**src/rtl/riscv_pkg.sv**
```systemverilog
// rtl/riscv_pkg.sv - shared types for the RISC-V front end
// Next-PC select modes and PC generator states.
`ifndef REG_SIZE
`define REG_SIZE 32
`endif

package riscv_pkg;

  typedef enum logic [1:0] {
    PC_4    = 2'd0,
    PC_BEQ  = 2'd1,
    PC_J    = 2'd2,
    PC_JALR = 2'd3
  } pc_sel_e;

  typedef enum logic [1:0] {
    BOOT    = 2'd0,
    RUN     = 2'd1,
    TRAPPED = 2'd2
  } pcgen_state_e;

endpackage

```
**src/rtl/pc_target_calc.sv**
```systemverilog
// rtl/pc_target_calc.sv - combinational next-PC target, sequential PC and misalign detect
// A redirect is any jump or a taken branch; misalign is only flagged for redirects.
module pc_target_calc
  import riscv_pkg::*;
#(
  parameter int XLEN   = 32,
  parameter int IALIGN = 4
) (
  input  logic [XLEN-1:0] i_pc,
  input  pc_sel_e         i_pc_sel,
  input  logic            i_branch_taken,
  input  logic [XLEN-1:0] i_imm32,
  input  logic [XLEN-1:0] i_rs1_val,
  output logic [XLEN-1:0] o_target,
  output logic [XLEN-1:0] o_seq,
  output logic            o_redirect,
  output logic            o_misaligned
);

  logic [XLEN-1:0] w_rel;
  logic [XLEN-1:0] w_jalr_sum;
  logic            w_bad_align;

  assign o_seq      = i_pc + XLEN'(4);
  assign w_rel      = i_pc + i_imm32;
  assign w_jalr_sum = i_rs1_val + i_imm32;

  always_comb begin
    o_target   = o_seq;
    o_redirect = 1'b0;
    case (i_pc_sel)
      PC_BEQ: begin
        if (i_branch_taken) begin
          o_target   = w_rel;
          o_redirect = 1'b1;
        end
      end
      PC_J: begin
        o_target   = w_rel;
        o_redirect = 1'b1;
      end
      PC_JALR: begin
        o_target   = {w_jalr_sum[XLEN-1:1], 1'b0};
        o_redirect = 1'b1;
      end
      default: begin
        o_target   = o_seq;
        o_redirect = 1'b0;
      end
    endcase
  end

  // With 2-byte alignment the cleared JALR bit 0 can never trip this.
  assign w_bad_align  = (IALIGN == 4) ? (|o_target[1:0]) : o_target[0];
  assign o_misaligned = o_redirect & w_bad_align;

endmodule

```
**src/rtl/pc_gen.sv**
```systemverilog
// rtl/pc_gen.sv - program counter generator with fetch handshake and redirect buffer
// Holds the PC register, the BOOT/RUN/TRAPPED FSM and a single-entry pending redirect.
module pc_gen
  import riscv_pkg::*;
#(
  parameter int                 XLEN      = `REG_SIZE,
  parameter logic [XLEN-1:0]    RESET_VEC = 'h0000_0000,
  parameter logic [XLEN-1:0]    TRAP_VEC  = 'h0000_0100,
  parameter int                 IALIGN    = 4
) (
  input  logic            clk,
  input  logic            rst,
  input  pc_sel_e         pc_sel,
  input  logic            branch_taken,
  input  logic [XLEN-1:0] imm32,
  input  logic [XLEN-1:0] rs1_val,
  input  logic            stall,
  input  logic            trap,
  input  logic            imem_gnt,
  output logic            imem_req,
  output logic [XLEN-1:0] pc_out,
  output logic [XLEN-1:0] pc_plus4,
  output logic            misalign_exc,
  output logic            redir_pending
);

  pcgen_state_e    r_state, w_state_nxt;
  logic [XLEN-1:0] r_pc, w_pc_nxt;
  logic [XLEN-1:0] r_pend, w_pend_nxt;
  logic            r_pend_vld, w_pend_vld_nxt;
  logic            r_misalign, w_misalign_nxt;

  logic [XLEN-1:0] w_target;
  logic [XLEN-1:0] w_seq;
  logic            w_redirect;
  logic            w_misaligned;
  logic            w_advance;

  pc_target_calc #(
    .XLEN   (XLEN),
    .IALIGN (IALIGN)
  ) u_calc (
    .i_pc           (r_pc),
    .i_pc_sel       (pc_sel),
    .i_branch_taken (branch_taken),
    .i_imm32        (imm32),
    .i_rs1_val      (rs1_val),
    .o_target       (w_target),
    .o_seq          (w_seq),
    .o_redirect     (w_redirect),
    .o_misaligned   (w_misaligned)
  );

  assign w_advance = (r_state == RUN) & imem_gnt & ~stall;

  always_comb begin
    w_state_nxt    = r_state;
    w_pc_nxt       = r_pc;
    w_pend_nxt     = r_pend;
    w_pend_vld_nxt = r_pend_vld;
    w_misalign_nxt = 1'b0;
    case (r_state)
      BOOT, TRAPPED: begin
        if (trap) begin
          w_pc_nxt       = TRAP_VEC;
          w_pend_nxt     = '0;
          w_pend_vld_nxt = 1'b0;
          w_state_nxt    = TRAPPED;
        end else begin
          w_state_nxt = RUN;
        end
      end
      RUN: begin
        if (trap || w_misaligned) begin
          w_pc_nxt       = TRAP_VEC;
          w_pend_nxt     = '0;
          w_pend_vld_nxt = 1'b0;
          w_state_nxt    = TRAPPED;
          w_misalign_nxt = ~trap;
        end else if (w_advance && r_pend_vld) begin
          // The current pc_sel belongs to the flushed instruction.
          w_pc_nxt       = r_pend;
          w_pend_vld_nxt = 1'b0;
        end else if (w_advance) begin
          w_pc_nxt = w_target;
        end else if (w_redirect && !r_pend_vld) begin
          w_pend_nxt     = w_target;
          w_pend_vld_nxt = 1'b1;
        end
      end
      default: w_state_nxt = BOOT;
    endcase
  end

  always_ff @(posedge clk or posedge rst) begin
    if (rst) begin
      r_state    <= BOOT;
      r_pc       <= RESET_VEC;
      r_pend     <= '0;
      r_pend_vld <= 1'b0;
      r_misalign <= 1'b0;
    end else begin
      r_state    <= w_state_nxt;
      r_pc       <= w_pc_nxt;
      r_pend     <= w_pend_nxt;
      r_pend_vld <= w_pend_vld_nxt;
      r_misalign <= w_misalign_nxt;
    end
  end

  assign imem_req      = (r_state == RUN);
  assign pc_out        = r_pc;
  assign pc_plus4      = w_seq;
  assign misalign_exc  = r_misalign;
  assign redir_pending = r_pend_vld;

endmodule
```
**config.mk**
```make
export PLATFORM = sky130hd
export DESIGN_NAME = pc_gen
export DESIGN_NICKNAME = d
export VERILOG_FILES = /design/src/rtl/riscv_pkg.sv /design/src/rtl/pc_target_calc.sv /design/src/rtl/pc_gen.sv
export SDC_FILE = /design/constraint.sdc
export NUM_CORES = 1
export LEC_CHECK = 0
export CAP_MARGIN = 15
export CELL_PAD_IN_SITES_DETAIL_PLACEMENT = 0
export CELL_PAD_IN_SITES_GLOBAL_PLACEMENT = 1
export CORE_AREA = 5 5 144 146
export CTS_BUF_LIST = sky130_fd_sc_hd__clkbuf_4
export DETAILED_ROUTE_END_ITERATION = 7
export DIE_AREA = 0 0 149 151
export PLACE_DENSITY_LB_ADDON = 0.08
export RECOVER_POWER = 100
export SKIP_CTS_REPAIR_TIMING = 1
export SLEW_MARGIN = 20
export SYNTH_ARGS = -nofsm -noshare
export SYNTH_HDL_FRONTEND = slang
export SYNTH_SLANG_ARGS = --single-unit
```
**constraint.sdc**
```tcl
create_clock -name clk -period 8.15 [get_ports clk]
set_clock_uncertainty 0.2 [all_clocks]
set_input_delay 2.445 -clock clk [delete_from_list [all_inputs] [get_ports clk]]
set_output_delay 2.445 -clock clk [all_outputs]
set_load 0.02 [all_outputs]
```
==> key figures <==
Run status
  – Result of the run: complete, but fails checks
  – Violated checks: capacitance limit, slew limit

Setup path
  – Crit path required time: 8.30 ns
  – Top Family by Delay on Critical Path: simple AND/OR/NAND/NOR gates
  – Register-to-register path setup slack: 3.45 ns
  – Arrival time of the worst setup path: approximately 7.0 ns
  – Class of the most critical setup path: in -> reg
  – Worst r2r src: pc_out[0]$_DFFE_PP0P_
  – CP max FO: 24
  – Cell repeated most along the worst path: sky130_fd_sc_hd__inv_1
  – Cell-by-cell trace of the critical path: dlygate4sd3_1, ha_1, inv_1, fa_1, inv_1, o311ai_0, o31ai_1, or3_1, nor2_1, clkbuf_1, o21ai_0, a21oi_1, a21o_1
  – End of the worst register-to-register path: pc_out[11]$_DFFE_PP0P_
  – Reg2Reg Depth: 12
  – Crit. End Element: flip-flop
  – Delay of the slowest cell on the worst path: 1.24 ns
  – Setup crit start kind: primary input
  – Critical path buffer and inverter count: 4
  – Library cell contributing the largest single delay on the critical path: sky130_fd_sc_hd__nor2_1

Synth
  – Count of mapped cells out of synthesis: 973
  – Primary flip-flop cell chosen by synthesis mapping: sky130_fd_sc_hd__dfrtp_1
  – Syn Std Cell Area: 0.00752 mm2
  – Proportion of register bits with asynchronous set or reset after synthesis: 1.00
  – Number of flops mapped to enable cells by yosys: 0
  – Warning count from the yosys run: 0
  – Avg Cell Area, Syn: 7.73 um2
  – Flip-flop and latch count after synthesis: slightly below 70
  – Post-Synthesis Net Count: ~1.1k
  – Count of different cell masters after synthesis: between 80 and 90
  – Part of the Yosys area used for sequential elements: 0.226

CTS
  – Clk Tree Root Cell: sky130_fd_sc_hd__clkbuf_4
  – Cts bufs inserted: 9
  – Number of buffers between clock root and the deepest sink: 2
  – Number of levels the H-tree was split into: 3
  – TritonCTS clock tree: built
  – Number of clock sinks: 68
  – Clock input transition at the sequential cells of the worst setup and hold paths: 0.11 ns
  – Clock latency of the later-clocked register in the worst-skew pair: 0.41 ns

Route
  – Detailed-route wire length per cell: 20.8 um
  – Router iterations before antenna repair: 5
  – Highest metal layer used by the detailed router: met4
  – Total number of vias: 7899
  – Detailed-routing wirelength on met1: 13.4 mm
  – Met2 WL: 12.4 mm
  – Routed Antenna Nets: 0
  – Final Routed Wirelength: around 28 mm
  – Total length of routed met3 wires: 1.68 mm
  – Via/cell ratio: 5.87
  – Drc violations: 0
  – Detailed Route Iter0 Violations: 589

Finish
  – Top library cells by usage in the layout, fill and taps aside: 116 x sky130_fd_sc_hd__nand2_1, 87 x sky130_fd_sc_hd__o21ai_0, 82 x sky130_fd_sc_hd__a21oi_1
  – Total Nets Final: between 1k and 1.5k
  – Fill cells: 1987
  – Antenna diode count: 0
  – Final std cells w/o fill: between 1k and 1.5k
  – Layout overhead on the synthesized area: 21.8%
  – Most common library cell in the layout ignoring fill and taps: sky130_fd_sc_hd__nand2_1
  – Fraction of layout instances using a drive strength above 1: 0.0379

STA
  – Worst slew slack as a fraction of its limit: -1.46
  – Endpoints failing setup: 0
  – Upper clock frequency limit: 0.146 GHz
  – Number of hold-slack violations in the final timing report: 0
  – Final period utilization: 0.840
  – Fin crit period: roughly 6.8 ns
  – Setup repair after global routing missed its margin: false
  – Slew of the pin with the lowest slew margin: 3.70 ns
  – Number of max-slew violations in the final report: between 90 and 100
  – TNS Setup: 0 ns

Place
  – Port Buffer Count: 138
  – Placer's final routability congestion estimate: 0.912
  – Count of placed standard cells including taps: around 1.3k
  – Detailed-placement wirelength estimate: approximately 22 mm

Floorplan
  – I/O Pins: 139
  – Floorplan core area: about 0.019 mm2
  – Vertical die dimension: 151 um
  – Starting density of the core: 0.390
  – Die Footprint: 0.0225 mm2
  – Die boundary width: 149 um
  – Row count: 51

Global route
  – Antenna violations before repair: 0
  – Wire length of the first global-routing pass: 43.1 mm
  – Overall routing resource usage: 0.242
  – Total grt overflow: 0
  – Pin count of the biggest net entering global routing: 69
  – Via count of the first global-routing pass: 7580

Pwr
  – Static leakage power: ~0.0040 uW
  – Power density over cell area: about 110 mW/mm2
  – Maximum resistive drop on vdd: 86.4 uV

Run
  – Number of max-capacitance violations reported: 2

Min path
  – Number of stages on the worst hold path: 2
  – Hold EP: r_pend[20]$_DFFE_PP0P_
  – Path type of the worst min-delay path: reg -> reg
  – HP Start: r_pend[20]$_DFFE_PP0P_
==> worst min-delay path: cells and delay by family (launching register included) <==
kind	cells	cell delay (ns)
flops	1	0.34
compound gates	1	0.06
simple gates	1	0.05
==> layer usage <==
| layer | track usage | up-vias |
|---|---|---|
| met5 | 0 | - |
| met4 | 0.0513 | 0 |
| met3 | 0.0398 | 31 |
| met2 | 0.380 | 253 |
| met1 | 0.353 | 3766 |
| li1 | - | 3849 |
==> state kept, by name (all words and copies together) (netlist names) <==
register       count
pc_out            32
r_pend            32
r_state            2
misalign_exc       1
redir_pending      1
==> area by class of cell <==
| cell class | count | area [um2] | area share |
|---|---|---|---|
| flip-flops and latches | 68 | 1700 | 0.186 |
| inverters | 23 | 86.3 | 0.00943 |
| multi-input cells | 830 | 5480 | 0.599 |
| well taps | 265 | 332 | 0.0362 |
| repair buffers | 145 | 1430 | 0.156 |
| clock inverters | 6 | 56.3 | 0.00615 |
| clock buffers | 9 | 67.6 | 0.00738 |
==> per-stage QoR <==
step | area [um2] | util | total power (uW) | worst slack, ns | hold slack (ns)
6_report | 9150 | 0.475 | 1010 | 1.30 | 0.282
5_1_grt | 9150 | 0.475 | 1070 | 0.887 | 0.319
4_1_cts | 9170 | 0.476 | 1020 | 1.97 | 0.289
3_5_place_dp | 9050 | 0.470 | 810 | 1.54 | 0.267
3_3_place_gp | 9050 | 0.470 | 812 | 1.56 | 0.260
2_1_floorplan | 7520 | - | 650 | 3.11 | 0.240
==> where the power goes <==
part | total [uW] | internal (uW) | switching (uW)
Combinational | 438 | 165 | 273
Sequential | 365 | 350 | 15.1
Clock | 205 | 88.8 | 116
==> synthesized netlist by cell type, types with 23 or more instances <==
library cell,number,area [um2]
sky130_fd_sc_hd__o21ai_0,84,420
sky130_fd_sc_hd__ha_1,62,776
sky130_fd_sc_hd__dfrtp_1,68,1700
sky130_fd_sc_hd__clkbuf_1,24,90.1
sky130_fd_sc_hd__xor2_1,34,298
sky130_fd_sc_hd__xnor2_1,39,342
sky130_fd_sc_hd__nand3_1,27,135
sky130_fd_sc_hd__nor2_1,76,285
sky130_fd_sc_hd__nand4_1,25,156
sky130_fd_sc_hd__nand2_1,117,439
sky130_fd_sc_hd__inv_1,23,86.3
sky130_fd_sc_hd__a21o_1,27,203
sky130_fd_sc_hd__a21oi_1,83,415
==> worst max path at each step <==
stage | start | endpoint | cells after the start
6_report | imm32[0] | pc_out[11]$_DFFE_PP0P_ | 13
2_1_floorplan | imm32[0] | r_pend[8]$_DFFE_PP0P_ | 12
5_1_grt | imm32[0] | pc_out[26]$_DFFE_PP0P_ | 11
4_1_cts | imm32[0] | pc_out[10]$_DFFE_PP0P_ | 13
3_5_place_dp | imm32[0] | pc_out[10]$_DFFE_PP0P_ | 13
3_3_place_gp | imm32[0] | pc_out[10]$_DFFE_PP0P_ | 13
==> kinds of logic (layout without fill, tap and decap cells) <==
logic type | Yosys count | in the layout | synth area share
muxes | 9 | 9 | 0.0125
and+or+nand+nor | 335 | 335 | 0.213
buffers and inverters | 75 | 183 | 0.0439
DFF | 68 | 68 | 0.226
adders and majority gates | 64 | 64 | 0.109
xor gates and xnor gates | 73 | 73 | 0.0851
AOI/OAI and AO/OA | 349 | 349 | 0.311
No activity file was read; power rests on OpenSTA's default activity.
